`config.mk`:
```
export PLATFORM = sky130hd
export DESIGN_NAME = axil_reg_slave_flat
export DESIGN_NICKNAME = d
export VERILOG_FILES = /design/src/rtl/axil_pkg.sv /design/src/rtl/axil_reg_slave_if.sv /design/src/rtl/axil_reg_bank.sv /design/src/rtl/axil_reg_slave.sv /design/src/flat_wrapper.sv
export SDC_FILE = /design/constraint.sdc
export NUM_CORES = 1
export LEC_CHECK = 0
export ABC_AREA = 0
export BUFFER_PORTS_ARGS = -buffer_cell sky130_fd_sc_hd__buf_2
export CAP_MARGIN = 20
export CORE_UTILIZATION = 59
export CTS_BUF_LIST = sky130_fd_sc_hd__clkbuf_8
export CTS_CLUSTER_DIAMETER = 80
export DETAILED_ROUTE_END_ITERATION = 8
export PLACE_DENSITY = 0.9
export RECOVER_POWER = 25
export SYNTH_ARGS = -nofsm -noshare
export SYNTH_HDL_FRONTEND = slang
export SYNTH_SLANG_ARGS = --single-unit
export TNS_END_PERCENT = 20
```
`constraint.sdc`:
```
create_clock -name clk -period 19.9 [get_ports clk]
set_input_delay 0 -clock clk [delete_from_list [all_inputs] [get_ports clk]]
set_output_delay 0 -clock clk [all_outputs]
set_load 0.005 [all_outputs]
```
`src/rtl/axil_pkg.sv`:
```
// Shared AXI4-Lite definitions for the register slave: response codes and FSM state types.
package axil_pkg;

    localparam logic [1:0] RESP_OKAY   = 2'b00;
    localparam logic [1:0] RESP_SLVERR = 2'b10;

    typedef enum logic {
        W_IDLE,
        W_RESP
    } wr_state_e;

    typedef enum logic {
        R_IDLE,
        R_DATA
    } rd_state_e;

endpackage

```
`src/rtl/axil_reg_slave_if.sv`:
```
// AXI4-Lite bus bundle with master and slave views.
interface axil_reg_slave_if #(
    parameter int unsigned ADDR_WIDTH = 32,
    parameter int unsigned DATA_WIDTH = 32,
    parameter int unsigned STRB_WIDTH = DATA_WIDTH / 8
);

    logic [ADDR_WIDTH-1:0] awaddr;
    logic [2:0]            awprot;
    logic                  awvalid;
    logic                  awready;

    logic [DATA_WIDTH-1:0] wdata;
    logic [STRB_WIDTH-1:0] wstrb;
    logic                  wvalid;
    logic                  wready;

    logic [1:0]            bresp;
    logic                  bvalid;
    logic                  bready;

    logic [ADDR_WIDTH-1:0] araddr;
    logic [2:0]            arprot;
    logic                  arvalid;
    logic                  arready;

    logic [DATA_WIDTH-1:0] rdata;
    logic [1:0]            rresp;
    logic                  rvalid;
    logic                  rready;

    modport master (
        output awaddr, awprot, awvalid,
        input  awready,
        output wdata, wstrb, wvalid,
        input  wready,
        input  bresp, bvalid,
        output bready,
        output araddr, arprot, arvalid,
        input  arready,
        input  rdata, rresp, rvalid,
        output rready
    );

    modport slave (
        input  awaddr, awprot, awvalid,
        output awready,
        input  wdata, wstrb, wvalid,
        output wready,
        output bresp, bvalid,
        input  bready,
        input  araddr, arprot, arvalid,
        output arready,
        output rdata, rresp, rvalid,
        input  rready
    );

endinterface

```
`src/rtl/axil_reg_bank.sv`:
```
// Register array with one byte-strobed write port and one combinational read port.
module axil_reg_bank #(
    parameter int unsigned NUM_REGS   = 16,
    parameter int unsigned DATA_WIDTH = 32,
    parameter int unsigned IDX_WIDTH  = $clog2(NUM_REGS)
) (
    input  logic                    clk,
    input  logic                    rst,
    input  logic                    wr_en,
    input  logic [IDX_WIDTH-1:0]    wr_idx,
    input  logic [DATA_WIDTH-1:0]   wr_data,
    input  logic [DATA_WIDTH/8-1:0] wr_strb,
    input  logic [IDX_WIDTH-1:0]    rd_idx,
    output logic [DATA_WIDTH-1:0]   rd_data
);

    logic [DATA_WIDTH-1:0] regs [NUM_REGS];

    always_ff @(posedge clk or posedge rst) begin
        if (rst) begin
            for (int i = 0; i < int'(NUM_REGS); i++) begin
                regs[i] <= '0;
            end
        end else if (wr_en) begin
            for (int k = 0; k < int'(DATA_WIDTH / 8); k++) begin
                if (wr_strb[k]) begin
                    regs[wr_idx][8*k +: 8] <= wr_data[8*k +: 8];
                end
            end
        end
    end

    // Read sees the array before any same-edge write lands.
    assign rd_data = regs[rd_idx];

endmodule

```
`src/rtl/axil_reg_slave.sv`:
```
// AXI4-Lite register slave: independent write and read FSMs in front of a register bank.
module axil_reg_slave
    import axil_pkg::*;
#(
    parameter int unsigned ADDR_WIDTH = 32,
    parameter int unsigned DATA_WIDTH = 32,
    parameter int unsigned STRB_WIDTH = DATA_WIDTH / 8,
    parameter int unsigned NUM_REGS   = 16
) (
    input  logic             clk,
    input  logic             rst,
    axil_reg_slave_if.slave  s_axil
);

    localparam int unsigned IDX_WIDTH = $clog2(NUM_REGS);
    localparam int unsigned WORD_WIDTH = ADDR_WIDTH - 2;
    localparam logic [WORD_WIDTH-1:0] REG_LIMIT = WORD_WIDTH'(NUM_REGS);

    wr_state_e             wr_state_q, wr_state_d;
    rd_state_e             rd_state_q, rd_state_d;
    logic                  wr_hs, rd_hs;
    logic [1:0]            bresp_q, bresp_d;
    logic [1:0]            rresp_q, rresp_d;
    logic [DATA_WIDTH-1:0] rdata_q, rdata_d;

    logic [WORD_WIDTH-1:0] wr_word, rd_word;
    logic                  wr_in_range, rd_in_range;
    logic [DATA_WIDTH-1:0] bank_rd_data;

    assign wr_word     = s_axil.awaddr[ADDR_WIDTH-1:2];
    assign rd_word     = s_axil.araddr[ADDR_WIDTH-1:2];
    assign wr_in_range = wr_word < REG_LIMIT;
    assign rd_in_range = rd_word < REG_LIMIT;

    // Byte offset and protection bits carry no meaning for this slave.
    logic unused_bits;
    assign unused_bits = ^{s_axil.awprot, s_axil.arprot, s_axil.awaddr[1:0], s_axil.araddr[1:0]};

    axil_reg_bank #(
        .NUM_REGS   (NUM_REGS),
        .DATA_WIDTH (DATA_WIDTH),
        .IDX_WIDTH  (IDX_WIDTH)
    ) u_bank (
        .clk     (clk),
        .rst     (rst),
        .wr_en   (wr_hs && wr_in_range),
        .wr_idx  (wr_word[IDX_WIDTH-1:0]),
        .wr_data (s_axil.wdata),
        .wr_strb (s_axil.wstrb),
        .rd_idx  (rd_word[IDX_WIDTH-1:0]),
        .rd_data (bank_rd_data)
    );

    // Write channel: address and data are only ever accepted together.
    always_comb begin
        wr_state_d = wr_state_q;
        wr_hs      = 1'b0;
        bresp_d    = bresp_q;
        case (wr_state_q)
            W_IDLE: begin
                if (!rst && s_axil.awvalid && s_axil.wvalid) begin
                    wr_hs      = 1'b1;
                    bresp_d    = wr_in_range ? RESP_OKAY : RESP_SLVERR;
                    wr_state_d = W_RESP;
                end
            end
            W_RESP: begin
                if (s_axil.bready) begin
                    wr_state_d = W_IDLE;
                end
            end
        endcase
    end

    always_comb begin
        rd_state_d = rd_state_q;
        rd_hs      = 1'b0;
        rresp_d    = rresp_q;
        rdata_d    = rdata_q;
        case (rd_state_q)
            R_IDLE: begin
                if (!rst && s_axil.arvalid) begin
                    rd_hs      = 1'b1;
                    rresp_d    = rd_in_range ? RESP_OKAY : RESP_SLVERR;
                    rdata_d    = rd_in_range ? bank_rd_data : '0;
                    rd_state_d = R_DATA;
                end
            end
            R_DATA: begin
                if (s_axil.rready) begin
                    rd_state_d = R_IDLE;
                end
            end
        endcase
    end

    always_ff @(posedge clk or posedge rst) begin
        if (rst) begin
            wr_state_q <= W_IDLE;
            rd_state_q <= R_IDLE;
            bresp_q    <= RESP_OKAY;
            rresp_q    <= RESP_OKAY;
            rdata_q    <= '0;
        end else begin
            wr_state_q <= wr_state_d;
            rd_state_q <= rd_state_d;
            bresp_q    <= bresp_d;
            rresp_q    <= rresp_d;
            rdata_q    <= rdata_d;
        end
    end

    assign s_axil.awready = wr_hs;
    assign s_axil.wready  = wr_hs;
    assign s_axil.bvalid  = (wr_state_q == W_RESP);
    assign s_axil.bresp   = bresp_q;
    assign s_axil.arready = rd_hs;
    assign s_axil.rvalid  = (rd_state_q == R_DATA);
    assign s_axil.rdata   = rdata_q;
    assign s_axil.rresp   = rresp_q;

    // Responses stay up and steady until the master takes them.
    assert property (@(posedge clk) disable iff (rst)
        s_axil.bvalid && !s_axil.bready |=> s_axil.bvalid && $stable(s_axil.bresp));
    assert property (@(posedge clk) disable iff (rst)
        s_axil.rvalid && !s_axil.rready |=>
            s_axil.rvalid && $stable(s_axil.rdata) && $stable(s_axil.rresp));
    assert property (@(posedge clk) disable iff (rst)
        !(s_axil.awready && s_axil.bvalid));

endmodule

```
`src/flat_wrapper.sv`:
```
// flat-port wrapper written by rule: the top's interface ports become plain ports
module axil_reg_slave_flat import axil_pkg::*;
#(
    parameter int unsigned ADDR_WIDTH = 32,
    parameter int unsigned DATA_WIDTH = 32,
    parameter int unsigned STRB_WIDTH = DATA_WIDTH / 8,
    parameter int unsigned NUM_REGS   = 16
)
  (clk, rst, s_axil_awaddr, s_axil_awprot, s_axil_awvalid, s_axil_awready, s_axil_wdata, s_axil_wstrb, s_axil_wvalid, s_axil_wready, s_axil_bresp, s_axil_bvalid, s_axil_bready, s_axil_araddr, s_axil_arprot, s_axil_arvalid, s_axil_arready, s_axil_rdata, s_axil_rresp, s_axil_rvalid, s_axil_rready);
  axil_reg_slave_if #(.ADDR_WIDTH(ADDR_WIDTH), .DATA_WIDTH(DATA_WIDTH), .STRB_WIDTH(STRB_WIDTH)) s_axil_i ();
  input  logic clk;
  input  logic rst;
  input wire logic [$bits(s_axil_i.awaddr)-1:0] s_axil_awaddr;
  input wire logic [$bits(s_axil_i.awprot)-1:0] s_axil_awprot;
  input wire logic [$bits(s_axil_i.awvalid)-1:0] s_axil_awvalid;
  output wire logic [$bits(s_axil_i.awready)-1:0] s_axil_awready;
  input wire logic [$bits(s_axil_i.wdata)-1:0] s_axil_wdata;
  input wire logic [$bits(s_axil_i.wstrb)-1:0] s_axil_wstrb;
  input wire logic [$bits(s_axil_i.wvalid)-1:0] s_axil_wvalid;
  output wire logic [$bits(s_axil_i.wready)-1:0] s_axil_wready;
  output wire logic [$bits(s_axil_i.bresp)-1:0] s_axil_bresp;
  output wire logic [$bits(s_axil_i.bvalid)-1:0] s_axil_bvalid;
  input wire logic [$bits(s_axil_i.bready)-1:0] s_axil_bready;
  input wire logic [$bits(s_axil_i.araddr)-1:0] s_axil_araddr;
  input wire logic [$bits(s_axil_i.arprot)-1:0] s_axil_arprot;
  input wire logic [$bits(s_axil_i.arvalid)-1:0] s_axil_arvalid;
  output wire logic [$bits(s_axil_i.arready)-1:0] s_axil_arready;
  output wire logic [$bits(s_axil_i.rdata)-1:0] s_axil_rdata;
  output wire logic [$bits(s_axil_i.rresp)-1:0] s_axil_rresp;
  output wire logic [$bits(s_axil_i.rvalid)-1:0] s_axil_rvalid;
  input wire logic [$bits(s_axil_i.rready)-1:0] s_axil_rready;
  assign s_axil_i.awaddr = s_axil_awaddr;
  assign s_axil_i.awprot = s_axil_awprot;
  assign s_axil_i.awvalid = s_axil_awvalid;
  assign s_axil_awready = s_axil_i.awready;
  assign s_axil_i.wdata = s_axil_wdata;
  assign s_axil_i.wstrb = s_axil_wstrb;
  assign s_axil_i.wvalid = s_axil_wvalid;
  assign s_axil_wready = s_axil_i.wready;
  assign s_axil_bresp = s_axil_i.bresp;
  assign s_axil_bvalid = s_axil_i.bvalid;
  assign s_axil_i.bready = s_axil_bready;
  assign s_axil_i.araddr = s_axil_araddr;
  assign s_axil_i.arprot = s_axil_arprot;
  assign s_axil_i.arvalid = s_axil_arvalid;
  assign s_axil_arready = s_axil_i.arready;
  assign s_axil_rdata = s_axil_i.rdata;
  assign s_axil_rresp = s_axil_i.rresp;
  assign s_axil_rvalid = s_axil_i.rvalid;
  assign s_axil_i.rready = s_axil_rready;
  axil_reg_slave #(.ADDR_WIDTH(ADDR_WIDTH), .DATA_WIDTH(DATA_WIDTH), .STRB_WIDTH(STRB_WIDTH), .NUM_REGS(NUM_REGS)) u_core (.clk(clk), .rst(rst), .s_axil(s_axil_i));
endmodule
```
# Word-level counts from Yosys, hierarchy flattened
# Index checks and enable logic that the tools add are counted.
# totals
out_inout_bits,41
in_bits,113
ff_bits,550
word_cells,71
# classes
order_cmp,5
n_bitwise,4
reduce_logical,8
n_mux,33
# op_table
op,n
$mux 512,7
$bwmux 512,4
$demux 32 s4,4
$bmux 32 s4,1
$mux 32,4
$lt 30x5->1 const B,2
$mux 24,1
$mux 16,1
$ge 5x5->1 const B,2
$not 4->5,2
$mux 8,1
$mux 1,6
$logic_and 1x1->1,5
$lt 5x1->1 const B,1
$mux 2,2
$pmux 1 s2,2
$reduce_and 2->1,2
$not 1->1,2
$logic_not 1->1,1

# Depth between registers and ports, before layout
# logic_depth
word_depth,16
mapped_depth,7
ltp_nobuf,6

# Modules after synthesis
# Synthesis repeated with hierarchy kept, for this count alone.
# unflattened
hier_cells,1623
area_unflattened_um2,25533.2
# modules_own_cells
module,area_each_um2,cells_each,seq_area_each_um2,n_inst
axil_reg_bank,23562.6,1436,12812.3,1
axil_reg_slave,1970.6,187,900.9,1

# Worst setup path before layout
# No wires, ideal clock.
# synth_path
kind,input port to flip-flop
startpoint,input port rst
endpoint,"register u_core.rdata_q[10], in the netlist u_core.s_axil.rdata[10]"
t_required_ps,19834
n_path_buf,1
setup_time_ps,66
path_stages,7
arrival_ps,14609
slack_ps,5225
path_cell_list,inv_1 -> nand3_1 -> inv_1 -> nand4_1 -> nor2_1 -> clkbuf_1 -> a22o_1
# synth_via
elab_chain_len,3
# synth_rtl
element,line_no,text
from (decl),flat_wrapper.sv:12,input logic rst;
$logic_not 1->1 (no source line),n/a,
$logic_and 1x1->1,axil_reg_slave.sv:82,if (!rst && s_axil.arvalid) begin
$reduce_and 2->1 (no source line),n/a,
to (signal assigned),axil_reg_slave.sv:109,rdata_q <= rdata_d;
to (decl),axil_reg_slave.sv:24,"logic [DATA_WIDTH-1:0] rdata_q, rdata_d;"
# Every way passes these cells.
# A chain may end at the register's enable or synchronous reset.

# Final worst setup path
# layout_path
startpoint,input port rst
endpoint,"register u_core.rresp_q[1], in the netlist u_core.s_axil.rresp[1]"
# layout_via
elab_chain_len,3
# layout_rtl
element,line_no,text
$logic_not 1->1 (no source line),n/a,
$logic_and 1x1->1,axil_reg_slave.sv:82,
$reduce_and 2->1 (no source line),n/a,
to (signal assigned),axil_reg_slave.sv:108,rresp_q <= rresp_d;
to (decl),axil_reg_slave.sv:23,"logic [1:0] rresp_q, rresp_d;"
# Every way passes these cells.

==> metrics <==
IO Port Bufs 141; switching share of power 23.41%; # DRC 0; top post-synthesis cells by area dfrtp_1 54%, mux2_2 23%, mux4_2 11%; register share of total power 51.4%; post-route antenna net violation count 0; setup_tns 0 ps; Slew Limit Fails 240; Via density 6.404; Crit-path slowest cell clkinvlp_2; fmax 130.8 MHz; Synth area leader dfrtp_1; Tot GR Track Use 27.59%; actual slew at the worst max-slew pin 4572 ps; Reg2Reg Depth 7; total wire length 58050 um; first-pass GRT wire length 92400 um; Comb pwr share 4.7%; Fillers 2736; Worst EP arrival 8220 ps; HPWL Detailed 34800 um; post-synth top area share 54.04%; flop2flop setup slack 16330 ps; FF+latch count, synth 548; most frequent CP cell dlygate4sd3_1; Initial Utilization 60.10%; global route overflow 0; Clk pin slew, worst setup/hold paths 70 ps; min-delay worst type in -> reg; CP Cell Sequence dlygate4sd3_1 > clkbuf_1 > clkinvlp_2 > nand3_2 > inv_1 > nand4_1 > nor2_4 > dlygate4sd3_1 > nor2_1; vias in the first global route 16250; Worst Setup Path Type in -> reg; internal power 1.664 mW; RSZ-0062 raised after global routing no; Largest delay share family, worst path buffers and inverters; DIE HEIGHT 209.4 um; drt pass-1 iters 5; WHS 81.96 ps; endpoints failing hold 0; Startpoint Class primary input; die width 209.4 um; Post-Syn Instances 1543; final setup fails 0; Leakage 14.03 nW; fin crit share 38.42%; Clock Sinks 548; clock power share 44.0%; via count 14970; hold path start s_axil_araddr[15]; H-tree Lvls 3; clock buffer depth 3; CP peak stage delay 3370 ps; crit path launch rst; FF/Latch Area 13710 sq um; die area 43850 sq um; critical path depth 9; Final Skew 23.44 ps; initial antenna violation count 2; Min-Delay Endpoint u_core.s_axil.rdata[9]; CTS Buf Count 86; area delta synth->final 12.98%; multi-input logic area 11210 sq um; CTS tree built; row count 75; Root Driver clkbuf_8; normalized max-slew margin -206.5%; worst r2r dst u_core.s_axil.rresp[1]; failing checks capacitance limit, slew limit; min cycle time layout 7646 ps; VDD IR max 0.04485 mV; hold depth 5; largest fanout on the critical path 105; largest net degree at the start of global routing 202; GP Congestion 0.7653; pwr/cell area 75.75 nW/um^2; Critical Path RT 20470 ps; core area 42230 sq um; r2r startpoint u_core.s_axil.rvalid; fraction of layout cells with a size suffix above 1 54.01%; register area share after synthesis 54.04%; Initial DRC Count 1276; library cells used by synthesis 25; crit path buf inv count 5; Routed WL per cell 24.84 um; outcome complete, but fails checks; max_cap viols 3; io pins 154; synthesized cell area 25380 sq um; synth warn 0; Sw Pwr 0.5083 mW; worst-skew pair later-pin latency 650 ps; Syn Area/Cell 16.45 sq um; final net count 1842; CP Capture Type register
## worst min-delay path: cells and delay by family
kind,cells,cell delay (ps)
buffers and inverters,1,80
and+or+nand+nor,3,360
AOI/OAI and AO/OA,1,240
## cell usage after synthesis
cell type / number
dfrtp_1: 548
mux2_2: 512
mux4_2: 128
a22oi_1: 64
nor4_4: 64
clkbuf_1: 61
nand2_1: 41
a22o_1: 32
buf_1: 16
buf_2: 15
nor4_1: 12
nor2_1: 8
nand3_1: 7
nor2b_1: 6
buf_4: 5
buf_6: 5
nand4_1: 5
inv_1: 4
inv_2: 4
a21o_1: 1
and2_1: 1
and4bb_2: 1
conb_1: 1
o21ai_0: 1
o22a_1: 1
## worst max path at each step
stage | endpoint
CTS | u_core.s_axil.rresp[1]
global route | u_core.s_axil.rresp[1]
floorplan | u_core.s_axil.bresp[1]
finish | u_core.s_axil.rresp[1]
detailed placement | u_core.s_axil.rdata[17]
global placement | u_core.s_axil.rdata[16]
## cell type report
type                            count  share of cell area, %
Antenna cell                        4                0.03491
Clock buffer                      110                  5.280
Clock inverter                     43                 0.8029
Inverter                            8                 0.1091
Multi-Input combinational cell    886                  39.10
Sequential cell                   548                  47.83
Tap cell                          539                  2.352
Timing Repair Buffer              199                  4.495
## cells by family (layout without fill, tap and decap cells)
family / count (synthesis) / in the layout / synth area share [%]
flip-flops: 548 / 548 / 54.04
other: 1 / 6 / 0.01478
multiplexers: 640 / 640 / 34.08
AO/OA/AOI/OAI: 99 / 99 / 3.081
buffers and inverters: 110 / 360 / 1.923
AND/OR/NAND/NOR: 145 / 145 / 6.868
## power by group through the flow
stage	Sequential (mW)	Clock, mW	Combinational, mW
finish	1.12	0.955	0.102
global placement	1.14	0	0.0905
detailed placement	1.14	0	0.0952
CTS	1.12	0.968	0.102
global route	1.11	1.02	0.111
floorplan	1.14	0	0.0588
## per-layer routing
layer	vias up	routed length [um]	track usage, %
met1	8091	24070	37.48
met3	107	3146	5.267
met5	-	0	0
met2	464	29240	44.79
li1	6304	-	-
met4	0	1595	9.965
## layout by cell type, fill, tap and decap left out, types with 3 or more instances in the layout
cell and instances:
nor4_4 64, clkbuf_8 110, a22oi_1 64, a22o_1 32
buf_12 3, mux4_2 128, nand3_1 6, nand2_1 41
dlygate4sd3_1 42, nor4_1 12, inv_2 4, nand4_1 5
nor2b_1 4, buf_4 6, buf_2 116, inv_1 31
clkinv_2 13, diode_2 4, clkbuf_1 28, dfrtp_1 548
mux2_2 512, nor2_1 6
## per-stage QoR
step / power (mW) / cell area (sq um) / worst slack, ps / std cells / utilization [%]
floorplan: 1.195 / 25380 / 4560 / 1544 / -
global placement: 1.226 / 26480 / 16560 / 2134 / 62.71
detailed placement: 1.231 / 26510 / 16450 / 2135 / 62.78
CTS: 2.185 / 28670 / 16060 / 2330 / 67.90
global route: 2.244 / 28660 / 10750 / 2333 / 67.88
finish: 2.172 / 28670 / 12250 / 2337 / 67.90
## timing repair
item | 4_1_cts | 5_1_grt
endpoints found under the hold margin | 617 | 0
buffers inserted | 0 | 0
hold buffers | 42 | 0
gates resized for setup | 0 | 0
## flip-flops by register name (all words and copies together) (netlist names)
register,cells
u_core.s_axil.rvalid,1
u_core.s_axil.rdata,32
u_core.u_bank.regs,512
u_core.s_axil.rresp,1
u_core.s_axil.bresp,1
u_core.s_axil.bvalid,1
(Power assumes the default switching activity.)
